## src/rtl/canxl_pkg.sv

```systemverilog
// canxl_pkg: CAN XL prefix-CRC constants, PCRC state type and the LFSR step shared
// by the TX generator and the RX checker.
package canxl_pkg;

  localparam int CRC_W = 13;
  localparam logic [CRC_W-1:0] PCRC_POLY = 13'h19C7;
  localparam logic [CRC_W-1:0] PCRC_INIT = 13'h0000;

  typedef enum logic [1:0] {
    IDLE  = 2'd0,
    ACCUM = 2'd1,
    SEND  = 2'd2,
    DONE  = 2'd3
  } pcrc_state_t;

  // One serial CRC step; the x^13 term is implicit in the feedback.
  function automatic logic [CRC_W-1:0] pcrc_step(
    input logic [CRC_W-1:0] crc,
    input logic             din,
    input logic [CRC_W-1:0] poly = PCRC_POLY
  );
    logic fb;
    fb = din ^ crc[CRC_W-1];
    return {crc[CRC_W-2:0], 1'b0} ^ (fb ? poly : '0);
  endfunction

endpackage

```

## src/rtl/canxl_tx_pcrc_ser.sv

```systemverilog
// canxl_tx_pcrc_ser: MSB-first CRC shift register with bit counter and a
// one-cycle done pulse after the last bit has been strobed out.
module canxl_tx_pcrc_ser
  import canxl_pkg::*;
(
  input  logic             clk,
  input  logic             g_rst,
  input  logic             i_clear,
  input  logic             i_load,
  input  logic [CRC_W-1:0] i_load_val,
  input  logic             i_shift,
  output logic             o_msb,
  output logic             o_last,
  output logic             o_done
);

  localparam logic [3:0] CNT_LAST_IDX = 4'(CRC_W - 1);

  logic [CRC_W-1:0] r_shreg;
  logic [3:0]       r_cnt;
  logic             r_done;

  // NOTE: sequential state is written with non-blocking assignments only, so every
  // register samples pre-edge values regardless of process ordering.
  always_ff @(posedge clk or posedge g_rst) begin
    if (g_rst) begin
      r_shreg <= '0;
      r_cnt   <= '0;
      r_done  <= 1'b0;
    end else begin
      r_done <= 1'b0;
      if (i_clear) begin
        r_shreg <= '0;
        r_cnt   <= '0;
      end else if (i_load) begin
        r_shreg <= i_load_val;
        r_cnt   <= CNT_LAST_IDX;
      end else if (i_shift) begin
        r_shreg <= {r_shreg[CRC_W-2:0], 1'b0};
        if (r_cnt != '0) begin
          r_cnt <= r_cnt - 4'd1;
        end
        r_done <= (r_cnt == '0);
      end
    end
  end

  assign o_msb  = r_shreg[CRC_W-1];
  assign o_last = (r_cnt == '0);
  assign o_done = r_done;

endmodule

```

## src/rtl/canxl_tx_pcrc.sv

```systemverilog
// canxl_tx_pcrc: TX-side CAN XL prefix-CRC accumulator and MSB-first serializer.
// Define CANXL_TX_PCRC_READBACK_EN to add the sticky bus readback comparator.
module canxl_tx_pcrc
  import canxl_pkg::*;
#(
  parameter logic [CRC_W-1:0] CRC_POLY = PCRC_POLY,
  parameter logic [CRC_W-1:0] CRC_INIT = PCRC_INIT
) (
  input  logic             clk,
  input  logic             g_rst,
  input  logic             initialize,
  input  logic             tx_success,
  input  logic             rx_success,
  input  logic             tx_abort,
  input  logic             tx_bit_strobe,
  input  logic             tx_bit,
  input  logic             pcrc_enable,
  input  logic             pcrc_send,
  input  logic             rx_bit,
  output logic [CRC_W-1:0] pcrc_frm,
  output logic             pcrc_out_bit,
  output logic             pcrc_out_valid,
  output logic             pcrc_done,
  output logic             pcrc_bit_err
);

  pcrc_state_t      r_state;
  pcrc_state_t      w_state_nxt;
  logic [CRC_W-1:0] r_crc;
  logic [CRC_W-1:0] w_crc_next;
  logic             w_clear;
  logic             w_restart;
  logic             w_accum_bit;
  logic             w_ser_load;
  logic             w_ser_shift;
  logic             w_ser_msb;
  logic             w_ser_last;
  logic             w_ser_done;

  // Frame-end clears outrank initialize, which outranks send and strobes.
  assign w_clear     = tx_success | rx_success | tx_abort;
  assign w_restart   = w_clear | initialize;
  assign w_accum_bit = (r_state == ACCUM) && tx_bit_strobe && pcrc_enable;
  assign w_crc_next  = w_accum_bit ? pcrc_step(r_crc, tx_bit, CRC_POLY) : r_crc;
  assign w_ser_load  = (r_state == ACCUM) && pcrc_send && !w_restart;
  assign w_ser_shift = (r_state == SEND) && tx_bit_strobe && !w_restart;

  always_ff @(posedge clk or posedge g_rst) begin
    if (g_rst) begin
      r_state <= IDLE;
    end else begin
      r_state <= w_state_nxt;
    end
  end

  // NOTE: the default assignment first means every path drives w_state_nxt, so no latch.
  always_comb begin
    w_state_nxt = r_state;
    if (w_clear) begin
      w_state_nxt = IDLE;
    end else if (initialize) begin
      w_state_nxt = ACCUM;
    end else begin
      case (r_state)
        ACCUM:   if (pcrc_send) w_state_nxt = SEND;
        SEND:    if (w_ser_shift && w_ser_last) w_state_nxt = DONE;
        default: ;
      endcase
    end
  end

  always_comb begin
    pcrc_out_valid = (r_state == SEND);
    pcrc_out_bit   = pcrc_out_valid & w_ser_msb;
  end

  // Only ACCUM updates the CRC, so it stays frozen through SEND and DONE.
  always_ff @(posedge clk or posedge g_rst) begin
    if (g_rst) begin
      r_crc <= CRC_INIT;
    end else if (w_restart) begin
      r_crc <= CRC_INIT;
    end else if (r_state == ACCUM) begin
      r_crc <= w_crc_next;
    end
  end

  canxl_tx_pcrc_ser u_ser (
    .clk        (clk),
    .g_rst      (g_rst),
    .i_clear    (w_restart),
    .i_load     (w_ser_load),
    .i_load_val (w_crc_next),
    .i_shift    (w_ser_shift),
    .o_msb      (w_ser_msb),
    .o_last     (w_ser_last),
    .o_done     (w_ser_done)
  );

  assign pcrc_frm  = r_crc;
  assign pcrc_done = w_ser_done;

`ifdef CANXL_TX_PCRC_READBACK_EN
  logic r_bit_err;

  always_ff @(posedge clk or posedge g_rst) begin
    if (g_rst) begin
      r_bit_err <= 1'b0;
    end else if (w_restart) begin
      r_bit_err <= 1'b0;
    end else if (w_ser_shift && (rx_bit != w_ser_msb)) begin
      r_bit_err <= 1'b1;
    end
  end

  assign pcrc_bit_err = r_bit_err;
`else
  logic w_unused_rx_bit;
  assign w_unused_rx_bit = rx_bit;
  assign pcrc_bit_err    = 1'b0;
`endif

endmodule

```

## config.mk

```make
export PLATFORM = sky130hd
export DESIGN_NAME = canxl_tx_pcrc
export DESIGN_NICKNAME = d
export VERILOG_FILES = /design/src/rtl/canxl_pkg.sv /design/src/rtl/canxl_tx_pcrc_ser.sv /design/src/rtl/canxl_tx_pcrc.sv
export SDC_FILE = /design/constraint.sdc
export NUM_CORES = 1
export LEC_CHECK = 0
export BUFFER_PORTS_ARGS = -buffer_cell sky130_fd_sc_hd__buf_2
export CORE_UTILIZATION = 35
export DETAILED_ROUTE_END_ITERATION = 10
export GPL_TIMING_DRIVEN = 0
export SYNTH_ARGS = -nofsm -noshare
export SYNTH_HDL_FRONTEND = slang
export SYNTH_HIERARCHICAL = 1
export SYNTH_SLANG_ARGS = --single-unit
```

## constraint.sdc

```tcl
create_clock -name clk -period 5.2 [get_ports clk]
set_input_delay 0.78 -clock clk [delete_from_list [all_inputs] [get_ports clk]]
set_output_delay 0.78 -clock clk [all_outputs]
set_load 0.02 [all_outputs]
```

# After elaboration in Yosys (flattened, before gate mapping)
# Cells that the tools add are included.
[totals]
reg_bits = 33
in_bits = 11
output_inout_bits = 17
[op_classes]
n_addsub = 1
n_eq_ne = 4
n_mux = 19
n_bitwise = 6
reduce_logical = 16
[op_table]
columns = ["operator", "n"]
rows = [
  ["13-bit two-way mux", 7],
  ["4-bit two-way mux", 4],
  ["13-bit bitwise XOR", 1],
  ["2-bit two-way mux", 4],
  ["4-bit nonzero test", 2],
  ["1-bit logical AND", 7],
  ["3-bit nonzero test", 2],
  ["4-bit logical NOT", 1],
  ["4-bit by 2-bit inequality test with 1-bit output (second input constant)", 1],
  ["4-bit inequality test (second input constant)", 1],
  ["2-bit case mux with 2 select lines", 1],
  ["4-bit by 1-bit subtractor with 4-bit output (second input constant)", 1],
  ["1-bit two-way mux", 3],
  ["1-bit OR", 3],
  ["3-bit AND reduction", 1],
  ["2-bit by 1-bit equality test with 1-bit output (second input constant)", 1],
  ["2-bit equality test (second input constant)", 1],
  ["2-bit AND reduction", 1],
  ["2-bit nonzero test", 1],
  ["1-bit bitwise AND", 1],
  ["1-bit logical NOT", 1],
  ["1-bit bitwise XOR", 1],
]

# Logic depth before layout (Yosys ltp)
[depth]
ltp_word = 10
depth_mapped = 7

# Hierarchy
# The synthesis kept the hierarchy.
[by_module_without_submodules]
columns = ["mod", "instances", "cells_per_inst", "area_each_um2"]
rows = [
  ["canxl_tx_pcrc_ser", 1, 85, 932.1],
  ["canxl_tx_pcrc", 1, 78, 818.3],
]

# Worst setup path after synthesis
# No wires, ideal clock.
[synth_path]
path_kind = "input port to flip-flop"
startpoint = "input initialize"
endpoint = "register u_ser.r_cnt[3]"
setup_ns = 0.078
t_arrival_ns = 2.465
t_required_ns = 5.122
setup_slack_ns = 2.657
cell_stages = 6
cell_sequence = "nor4_4 > and3_2 > buf_6 > or4b_1 > or3_1 > a21oi_1"
[synth_via]
elab_chain_len = 5
elab_cells_between_ends = 9
[synth_rtl]
columns = ["element", "line", "text"]
rows = [
  ["start: declaration", "canxl_tx_pcrc.sv:11", "input logic initialize,"],
  ["1-bit OR", "canxl_tx_pcrc.sv:42", "assign w_restart = w_clear | initialize;"],
  ["1-bit logical NOT", "canxl_tx_pcrc.sv:46", "assign w_ser_shift = (r_state == SEND) && tx_bit_strobe && !w_restart;"],
  ["1-bit logical AND", "canxl_tx_pcrc.sv:46", ""],
  ["net w_ser_shift", "canxl_tx_pcrc.sv:35", "logic w_ser_shift;"],
  ["3-bit nonzero test (no source line)", "--", ""],
  ["2-bit AND reduction (no source line)", "--", ""],
  ["end signal: assignment", "canxl_tx_pcrc_ser.sv:41", "r_cnt <= r_cnt - 4'd1;"],
  ["end: declaration", "canxl_tx_pcrc_ser.sv:20", "logic [3:0] r_cnt;"],
]
# The timed path passes the listed nets, and every way through them passes these cells.
# A chain may end at the register's enable or synchronous reset.

# Final worst setup path
[layout_path]
startpoint = "input initialize"
endpoint = "register u_ser.r_shreg[12]"
[layout_via]
elab_cells_between_ends = 7
[layout_lines]
columns = ["element", "line", "text"]
rows = [
  ["1-bit OR", "canxl_tx_pcrc.sv:42", ""],
  ["1-bit logical NOT", "canxl_tx_pcrc.sv:46", ""],
  ["1-bit logical AND", "canxl_tx_pcrc.sv:46", ""],
  ["net w_ser_shift", "canxl_tx_pcrc.sv:35", ""],
  ["3-bit nonzero test (no source line)", "--", ""],
  ["end signal: assignment", "canxl_tx_pcrc_ser.sv:36", "r_shreg <= i_load_val;"],
  ["end signal: assignment", "canxl_tx_pcrc_ser.sv:39", "r_shreg <= {r_shreg[CRC_W-2:0], 1'b0};"],
  ["end: declaration", "canxl_tx_pcrc_ser.sv:19", "logic [CRC_W-1:0] r_shreg;"],
]
# The timed path passes the listed nets, and every way through them passes these cells.

==> summary.txt <==
Clock network
  – Clk_lat worst skew: about 0.29 ns
  – CTS Root Buffer Type: clkbuf_8
  – CTS Hold Buffers Added: 0
  – Clock Tree Buf Depth: 2
  – CTS Sinks: 33
  – CTS-repair resized insts: 0
  – Htree depth: 2
  – Post-CTS Setup Repair Bufs: 0
  – CTS tree: yes
  – Register clock-pin slew on the reported worst setup and hold paths: approximately 0.07 ns
  – Clock buffer count from CTS: 5

Worst setup path
  – WP data required: about 5.4 ns
  – Largest delay share family, worst path: simple AND/OR/NAND/NOR gates
  – WS Path Type: input pin to flip-flop
  – Critical path's largest stage delay: roughly 0.57 ns
  – Bufs and invs on worst path: 3
  – Worst-path fanout max: 10
  – Crit path max-delay cell type: nor4_4
  – Crit end category: flip-flop
  – CP Launch Type: input pin
  – Cell Chain, Critical Path: buf_2 > nor4_4 > and3_2 > buf_6 > clkbuf_1 > mux2_2 > mux2i_1 > nor2_1
  – Critical path arrival: around 2.8 ns

Timing
  – Final setup fails: 0
  – RSZ-0062 raised after global routing: false
  – Min cycle time layout: around 2.7 ns
  – Max-slew violation count: 0
  – Max Fclk: about 370 MHz
  – Setup_tns: 0 ns
  – Worst-Margin Slew: between 0.7 and 0.8 ns
  – Skew final: 0.0111 ns
  – Slew HR: between 50% and 60%
  – Tcrit/Tclk final: 51.5%
  – Hold Vio Cnt, Final: 0

Route
  – First-pass detailed-route iteration total: 4
  – Antenna violation net count after detailed routing: 0
  – Routed WL per cell: approximately 13 um
  – DR DRC count: 0
  – Detailed Route Iter0 Violations: 30
  – Routed wire length: approximately 3.4 mm
  – Vias per inst: 4.74
  – Routed via count: ~1200

Global route
  – Vias in the first global route: roughly 1200
  – Largest net degree at the start of global routing: 19
  – GRT overflow: 0
  – Gr usage total: between 10% and 20%
  – Initial antenna violation count: 0
  – First-pass GRT wire length: 5.91 mm

Final layout
  – Area grow syn2layout: 16.7%
  – Final instance area: just over 2000 sq um
  – Layout cells sized above 1: 33.7%
  – N_diodes: 0
  – Nets: around 210
  – Fillers: about 500

Power and ir drop
  – Switching power: approximately 0.11 mW
  – Sequential share of power: about 55%
  – Leakage: slightly above 0.9 nW
  – P_int: approximately 0.36 mW
  – Sw Share: around a quarter
  – VDD IR-drop max: 0.158 mV
  – PwrDens: between 200 and 250 nW/um^2
  – Logic pwr share: approximately 4.7%
  – Clock power frac: between 40% and 50%

Synthesis
  – Cell Area, Synth: around 1800 sq um
  – Most numerous cell in the Yosys netlist: dfrtp_1
  – Syn avg cell area: approximately 11 sq um
  – Largest area contributor in the netlist: dfrtp_1
  – Synth area leaders: dfrtp_1 (47%), mux2_2 (12%), mux2i_1 (6.9%), xnor2_1 (3.5%), nor2_1 (3.4%)
  – Register bit total from synthesis: 33
  – Fraction of registers with async set/reset: 100%
  – Post-synth EDFFs: 0
  – Synthesized instance count: ~160
  – Yosys synthesis warning count: 6
  – Seq/Total Area, Yosys: 47.2%
  – Distinct cell type count after synthesis: 37
  – Synthesized Nets: roughly 180
  – Commonest cells in the netlist: dfrtp_1 (33), mux2_2 (18), nor2_1 (16)
  – Primary FF master, synth: dfrtp_1
  – Yosys top cell area share: 47.2%

Floorplan
  – Core area: 4750 sq um
  – Area of the die: about 5300 sq um
  – Num rows: 25
  – I/O pin cnt: 28
  – Starting density of the core: roughly 37%
  – Chip Width: 72.7 um
  – Die height: 72.7 um

Worst hold path
  – Worst hold path class: input pin to asynchronous set/reset pin

Place
  – DP HPWL: around 2.5 mm
  – IO Port Bufs: 25
  – Placed cell area: 1960 sq um
  – Routability Congestion: between 0.7 and 0.8

Flow run
  – Max-Cap Viols: 0

Outcome
  – Outcome: finished, final reports clean
registers in the layout, indices dropped and copies added, names as in the netlist:
register       cells
u_ser/r_cnt        4
u_ser/r_shreg     13
pcrc_frm          13
u_ser/o_done       1
r_state            2
per-layer routing:
layer | part of all wire, % | vias up | global-route usage [%]
met3 | 3.1 | 5 | 4.28
met5 | 0 | - | 0
met2 | 46 | 18 | 22.8
li1 | - | 628 | -
met1 | 49 | 596 | 19.9
met4 | 1.8 | 0 | 7.19
logic make-up (layout without fill, tap and decap cells):
logic type      count (synthesis)  count (layout)  synth area share [%]
compound gates                 25              25                  8.36
xor+xnor                        8               8                  4.43
fa+ha+maj                       1               1                 0.715
buf+inv                        17              50                  4.65
flops                          33              33                  47.2
mux                            30              30                  18.4
other cells                     1               1                 0.214
simple gates                   48              48                  16.0
worst paths after layout:
| kind | from | to | slack, ns | cells past startpoint |
|---|---|---|---|---|
| worst min register to register | r_state[1] | r_state[1] | 0.55 | 2 |
| min in group clk | r_state[1] | r_state[1] | 0.55 | 2 |
| worst max-delay path | initialize | u_ser/r_shreg[12] | 2.52 | 8 |
| max in group asynchronous | g_rst | u_ser/r_cnt[0] | 4.15 | 2 |
| worst min-delay path | g_rst | pcrc_frm[7] | 0.55 | 2 |
| worst max register to register | u_ser/r_cnt[0] | r_state[0] | 3.10 | 6 |
stage by stage:
step / hold WS (ns) / util [%] / total power, mW / instances / worst slack (ns)
2_1_floorplan: 0.498 / - / 0.275 / 163 / 2.66
3_3_place_gp: 0.550 / 41.2 / 0.284 / 255 / 2.17
3_5_place_dp: 0.537 / 41.2 / 0.284 / 255 / 2.16
4_1_cts: 0.552 / 42.9 / 0.473 / 263 / 2.45
5_1_grt: 0.601 / 42.9 / 0.487 / 263 / 2.29
6_report: 0.546 / 42.9 / 0.466 / 263 / 2.52
layout make-up:
| class | instances | area, sq um | area share, % |
|---|---|---|---|
| multi-input combinational | 113 | 843 | 41.3 |
| sequential | 33 | 826 | 40.4 |
| timing repair buffer | 25 | 125 | 6.13 |
| clock inverter | 2 | 10.0 | 0.490 |
| buffer | 10 | 52.6 | 2.57 |
| inverter | 7 | 28.8 | 1.41 |
| tap | 67 | 83.8 | 4.11 |
| clock buffer | 6 | 72.6 | 3.55 |
cells in the final DEF, fill, tap and decap left out, types with 2 or more instances in the layout:
cell and n:
and2_2 6, xnor2_1 7, nor2_1 16, and3_1 2, nand2_1 9, o21ai_0 9
clkbuf_8 5, inv_1 6, clkinv_2 2, a21oi_1 5, dfrtp_1 33, nor2b_1 2
clkbuf_1 6, or3_1 2, o22ai_1 6, nor3b_1 2, buf_2 28, mux2i_1 12
mux2_2 18
power by group through the flow:
stage                     clock network [mW]  registers, mW  logic, mW
after detailed placement                   0          0.262     0.0224
after floorplan                            0          0.262     0.0133
final                                  0.187          0.257     0.0217
after CTS                              0.193          0.257     0.0225
after global placement                     0          0.262     0.0222
after global routing                   0.205          0.257     0.0247
worst register-to-register path, stage by stage (launching register included):
cell       delay (ns)
dfrtp_1          0.40
inv_1            0.08
ha_1             0.17
nor3b_1          0.60
a21o_1           0.21
o21ai_0          0.06
a2111oi_0        0.43
No activity file was read; power rests on OpenSTA's default activity.
